===== src/rtl/instr_fetch.sv =====
// RV32I instruction fetch stage: PC, single-outstanding imem
// request FSM and the IF/ID instruction register.
module instr_fetch #(
  parameter logic [31:0] RESET_PC = 32'h0000_0000
) (
  input  logic        clk,
  input  logic        reset,
  output logic        ImemReq,
  output logic [31:0] ImemAddr,
  input  logic        ImemGnt,
  input  logic        ImemRvalid,
  input  logic [31:0] ImemRdata,
  input  logic        Redirect,
  input  logic [31:0] RedirectPc,
  input  logic        IdReady,
  output logic        InstrValid,
  output logic [31:0] Instr,
  output logic [31:0] InstrPc,
  output logic [31:0] InstrPcPlus4
);

  typedef enum logic [1:0] {
    S_FETCH = 2'd0,
    S_WAIT  = 2'd1,
    S_DROP  = 2'd2
  } state_e;

  localparam logic [31:0] NOP = 32'h0000_0013;

  state_e      state_q, state_d;
  logic [31:0] pc_q, pc_d;
  logic        valid_q, valid_d;
  logic [31:0] instr_q, instr_d;
  logic [31:0] ipc_q, ipc_d;
  logic        can_issue;
  logic        req;

  // Issue only into an empty or draining output register.
  assign can_issue = !valid_q || IdReady;
  assign req = (state_q == S_FETCH) && can_issue && !Redirect;

  assign ImemReq      = req;
  assign ImemAddr     = pc_q;
  assign InstrValid   = valid_q;
  assign Instr        = instr_q;
  assign InstrPc      = ipc_q;
  assign InstrPcPlus4 = ipc_q + 32'd4;

  // Next state, PC and output register; redirect overrides all.
  always_comb begin
    state_d = state_q;
    pc_d    = pc_q;
    valid_d = valid_q;
    instr_d = instr_q;
    ipc_d   = ipc_q;

    if (valid_q && IdReady) begin
      valid_d = 1'b0;
    end

    unique case (state_q)
      S_FETCH: begin
        if (req && ImemGnt) begin
          pc_d    = pc_q + 32'd4;
          state_d = S_WAIT;
        end
      end
      S_WAIT: begin
        if (ImemRvalid) begin
          valid_d = 1'b1;
          instr_d = ImemRdata;
          ipc_d   = pc_q - 32'd4;
          state_d = S_FETCH;
        end
      end
      S_DROP: begin
        if (ImemRvalid) begin
          state_d = S_FETCH;
        end
      end
      default: begin
        state_d = S_FETCH;
      end
    endcase

    if (Redirect) begin
      pc_d    = {RedirectPc[31:2], 2'b00};
      valid_d = 1'b0;
      instr_d = instr_q;
      ipc_d   = ipc_q;
      if (state_q == S_FETCH || ImemRvalid) begin
        state_d = S_FETCH;
      end else begin
        state_d = S_DROP;
      end
    end
  end

  // State, PC and IF/ID register.
  always_ff @(posedge clk or negedge reset) begin
    if (!reset) begin
      state_q <= S_FETCH;
      pc_q    <= RESET_PC;
      valid_q <= 1'b0;
      instr_q <= NOP;
      ipc_q   <= 32'h0;
    end else begin
      state_q <= state_d;
      pc_q    <= pc_d;
      valid_q <= valid_d;
      instr_q <= instr_d;
      ipc_q   <= ipc_d;
    end
  end

endmodule


===== config.mk =====
export PLATFORM = sky130hd
export DESIGN_NAME = instr_fetch
export DESIGN_NICKNAME = d
export VERILOG_FILES = /design/src/rtl/instr_fetch.sv
export SDC_FILE = /design/constraint.sdc
export NUM_CORES = 1
export LEC_CHECK = 0
export ABC_CLOCK_PERIOD_IN_PS = 3500
export CORE_ASPECT_RATIO = 0.5
export CORE_MARGIN = 2
export CORE_UTILIZATION = 35
export DETAILED_ROUTE_END_ITERATION = 10
export PLACE_DENSITY = 0.63
export SLEW_MARGIN = 40
export SYNTH_ARGS = -nofsm -noshare
export SYNTH_HDL_FRONTEND = slang
export SYNTH_SLANG_ARGS = --single-unit

===== constraint.sdc =====
create_clock -name clk -period 3.5 [get_ports clk]
set_input_delay 0.7 -clock clk [delete_from_list [all_inputs] [get_ports clk]]
set_output_delay 0.7 -clock clk [all_outputs]
set_load 0.05 [all_outputs]

Word-level counts from Yosys, hierarchy flattened. Cells that the tools add are included. Widths: inputs -> output; s select.

Flip-flop bits (word level): 99. Latch bits: 0. Memory bits (writable): 0. ROM bits: 0. Bits of input ports: 70. Logic and storage cells: 40. Memories: 0.

Add/subtract/negate cells: 3. Multiply operators: 0. Div/mod/pow operators: 0. Order comparisons: 0. Equality and inequality tests: 4. Shift-type cells: 0. Multiplexer cells: 12. Bitwise logic cells: 1. Reductions and logical operators: 15.

Operators with widths (number): $mux 32 (3); $add 32x3->32 const B (2); $sub 32x3->32 const B (1); $mux 2 (4); $logic_and 1x1->1 (4); $mux 1 (4); $pmux 2 s2 (1); $reduce_and 2->1 (2); $reduce_bool 2->1 (2); $ne 3x1->1 const B (1); $ne 3x3->1 const B (1); $reduce_and 3->1 (1); $eq 2x1->1 const B (1); $eq 2x2->1 const B (1); $logic_not 1->1 (2); $logic_not 2->1 (1); $logic_or 1x1->1 (2); $reduce_or 2->1 (1); $not 1->1 (1).

Longest topological paths before layout.
Word-level depth: 8. Depth in mapped cells: 8. Mapped depth without buffers: 7.

Worst setup path before layout. OpenSTA, ideal clock, no wires.

Path type: reg2out. From: register ipc_q[2], in the netlist InstrPc[2]. To: output port InstrPcPlus4[26]. Data arrival time: 2.533 ns. Data required time: 2.800 ns. Path slack: 0.267 ns. Stages on the path, launching flop included: 7. Buffers on the path: 1. Cells stage by stage: dfrtp_1 > ha_1 > and3_1 > and2_1 > clkbuf_1 > nand4_1 > xnor2_1.

Word-level cells in the longest chain between the ends: 1.

RTL lines: from (decl) (line 34) `logic [31:0] ipc_q, ipc_d;`; from (signal assigned) (line 112) `ipc_q <= ipc_d;`; $add 32x3->32 (line 47) `assign InstrPcPlus4 = ipc_q + 32'd4;`; to (decl) (line 19) `output logic [31:0] InstrPcPlus4`.

No other way between the ends.

Final worst setup path.
From: register ipc_q[4], in the netlist InstrPc[4]. To: output port InstrPcPlus4[11].

Same word-level chain as after synthesis.

==> reports/summary.txt <==
Status: complete, no violations
Worst rel slew slack: 0.5341
Initial antenna violation count: 0
Detail Route Antenna Nets: 0
Die Area: 16840 µm²
IO Count: 200
Grt total ovfl: 0
Sum Neg Setup Slack: 0 ps
IO Port Bufs: 191
Post-synth EDFFs: 0
GRT Util Overall: 0.1902
Synthesized area per cell: 9.953 µm²
Inst Count DP: 924
Final setup viols: 0
CTS tree: built
Setup WS pre-CTS: 412.2 ps
Vias in the first global route: 4563
Maxcap violations: 0
Maximum vdd ir drop: 0.4593 mV
Clock Pin Slew Worst Setup and Hold Paths: 70 ps
Vias: 4730
Core area: 15410 µm²
Dpl hpwl: 11760 µm
Pwr dens: 889.5 nW/µm²
Area Growth Syn to Fin: 43.86%
Setup Skew: 10.87 ps
Synthesized flop and latch total: 95
Critical path capture point type: output pin
Share of post-route cells with drive strength above 1: 0.1469
RSZ-0062 raised after global routing: false
Row cnt: 32
Die width: 181.5 µm
Worst-case reg-to-reg path depth: 5
Worst path cell trace: and4_1 -> nand4_1 -> buf_4 -> nor2_1 -> xor2_1 -> clkdlybuf4s50_1
Clock buffer depth: 2
Total length of routed wires: 15800 µm
CTS Buf Count: 9
CTS Root Cell: clkbuf_16
Largest net degree at the start of global routing: 84
Arrival @ worst endpoint: 2570 ps
CP top delay family: buffers and inverters
Synth Instances: 554
Nets: 806
R2r endpoint: InstrPc[30]$_DFFE_PN0P_
Worst r2r src: ImemAddr[21]$_DFFE_PN0P_
Synthesized area: 5514 µm²
Worst path bufs/invs: 2
Max Slew Vio Count: 0
Setup Fix Bufs, Post-CTS: 0
Hold Crit Class: in2async
Starting Density: 0.3577
Main synth FF type: dfrtp_1
Die Span Y: 92.76 µm
Drt pass-1 iters: 4
Initial DRC count: 285
Async SR Flop Fraction: 1.000
Slew at the pin with the worst max-slew slack: 698.9 ps
Final setup margin: 230.3 ps
Vias per Instance: 5.037
DRC violations left: 0
Cell variety after synth: 63
CP required: 2800 ps
Antenna cell count: 0
Seq/Total Area, Yosys: 0.4318
Min Tclk post-route: 3270 ps
Latest clock arrival within the worst-skew pair: 350 ps
RD Place Congestion: 0.8086
First-pass GRT wire length: 25190 µm
R2r setup slk: 1050 ps
YS warnings: 0
Startpoint types: register
Sink Count: 95
Hold slack: 389.4 ps
Htree depth: 3
Final hold vios: 0
Cts hold-fix bufs: 0
WL per Instance: 16.83 µm
Crit share post-route: 0.9342
Leakage power total: 3.237 nW
CP Class: reg2out
FMAX: 305.8 MHz
Slowest-stage cell, CP: clkdlybuf4s50_1
Max incr delay on CP: 820 ps
Crit-path max FO: 7
Fill cell count: 1417
Non-filler cells in the finished layout: 939
-- worst reg2reg max path, stage by stage, from the launching register on --
cell and delay, ps:
dfrtp_1 480, or4_1 580, or3b_1 660, nor4b_4 310
xnor2_1 220, o21ai_2 70
-- report_power, final --
group	leakage (nW)	total (mW)	internal, mW	switching, mW
Sequential	1.17	1.93	1.49	0.436
Combinational	1.89	3.97	1.36	2.61
Clock	0.169	1.16	0.735	0.424
-- cells by family after synthesis --
| family | after synthesis | share of synthesized area |
|---|---|---|
| AND/OR/NAND/NOR | 219 | 0.2376 |
| flip-flops | 95 | 0.4318 |
| AO/OA/AOI/OAI | 82 | 0.09485 |
| XOR/XNOR | 65 | 0.1032 |
| buffers and inverters | 53 | 0.05105 |
| multiplexers | 34 | 0.06944 |
| adder cells (fa/ha/maj) | 5 | 0.01135 |
| other | 1 | 0.0006801 |
-- routing by layer --
layer  global-route usage  vias to the layer above  wire length (µm)
li1                     -                     2326                 -
met1               0.2642                     2260              7701
met2               0.3049                      131              7228
met3              0.03814                       13               667
met4              0.04675                        0               206
met5                    0                        -                 0
-- cells in the final DEF, fill, tap and decap left out, types with 9 or more instances in the layout --
cell	n
clkdlybuf4s50_1	174
dfrtp_1	92
nand2_1	67
xnor2_1	55
o21ai_0	34
mux2_2	34
nand3_1	30
buf_4	23
nand4_1	21
nor2_1	18
and3_1	12
nor3_1	12
xor2_1	10
inv_1	9
clkbuf_16	9
-- registers in the layout, summed over array words and instances (netlist names) --
name and flops:
InstrPc 30, ImemAddr 30, Instr 32, state_q 2, InstrValid 1
-- cell usage after synthesis (3+ instances only) --
library cell / count / area [µm²]
buf_4: 6 / 45.04
clkbuf_1: 21 / 78.83
nand2_1: 67 / 251.5
nor2b_1: 3 / 18.77
o21ai_0: 34 / 170.2
and2_1: 3 / 18.77
nand3_1: 31 / 155.2
dfrtp_1: 92 / 2302
a22oi_1: 5 / 37.54
nand4_1: 21 / 131.4
inv_1: 9 / 33.78
xor2_1: 10 / 87.58
buf_2: 7 / 35.03
nor4_4: 6 / 127.6
o21ai_2: 4 / 35.03
and3_1: 12 / 75.07
xnor2_1: 55 / 481.7
a21oi_1: 5 / 25.02
mux2_2: 34 / 382.9
and4_1: 8 / 70.07
o21ai_1: 8 / 40.04
nand2b_1: 3 / 18.77
or4_1: 7 / 52.55
nor4_1: 7 / 43.79
nor3_1: 12 / 60.06
nor2_1: 18 / 67.56
o311ai_0: 3 / 26.28
or3_1: 5 / 31.28
nor4b_4: 3 / 71.32
ha_1: 5 / 62.56
dfstp_2: 3 / 78.83
o211ai_1: 5 / 37.54
-- how the worst max path moves through the flow --
| stage | slack, ps | from | cells past startpoint | end |
|---|---|---|---|---|
| floorplan | 270 | InstrPc[2]$_DFFE_PN0P_ | 6 | InstrPcPlus4[26] |
| global placement | 430 | InstrPc[9]$_DFFE_PN0P_ | 6 | InstrPcPlus4[20] |
| detailed placement | 410 | InstrPc[9]$_DFFE_PN0P_ | 6 | InstrPcPlus4[20] |
| CTS | 40 | InstrPc[9]$_DFFE_PN0P_ | 6 | InstrPcPlus4[20] |
| global route | 50 | InstrPc[4]$_DFFE_PN0P_ | 6 | InstrPcPlus4[11] |
| finish | 230 | InstrPc[4]$_DFFE_PN0P_ | 6 | InstrPcPlus4[11] |
-- final cells by class --
cell class,instances,area (µm²),area share
inverters,10,37.54,0.004732
well taps,204,255.2,0.03218
clock inverters,3,90.09,0.01136
clock buffers,12,256.5,0.03233
multi-input cells,411,2894,0.3648
flip-flops and latches,95,2381,0.3002
repair buffers,204,2018,0.2544
-- stage by stage --
step	util	area, µm²	power (mW)
floorplan	-	5533	4.512
global placement	0.4903	7559	5.908
detailed placement	0.4906	7562	5.953
CTS	0.5131	7909	7.116
global route	0.5146	7933	7.357
finish	0.5146	7933	7.056
-- repair_timing --
| item | 4_1_cts | 5_1_grt |
|---|---|---|
| resized for setup | 0 | 5 |
| endpoints found under the hold margin | 0 | 0 |
| setup endpoints to repair | 0 | 5 |
Note: power is estimated with default switching activity, not from simulation.
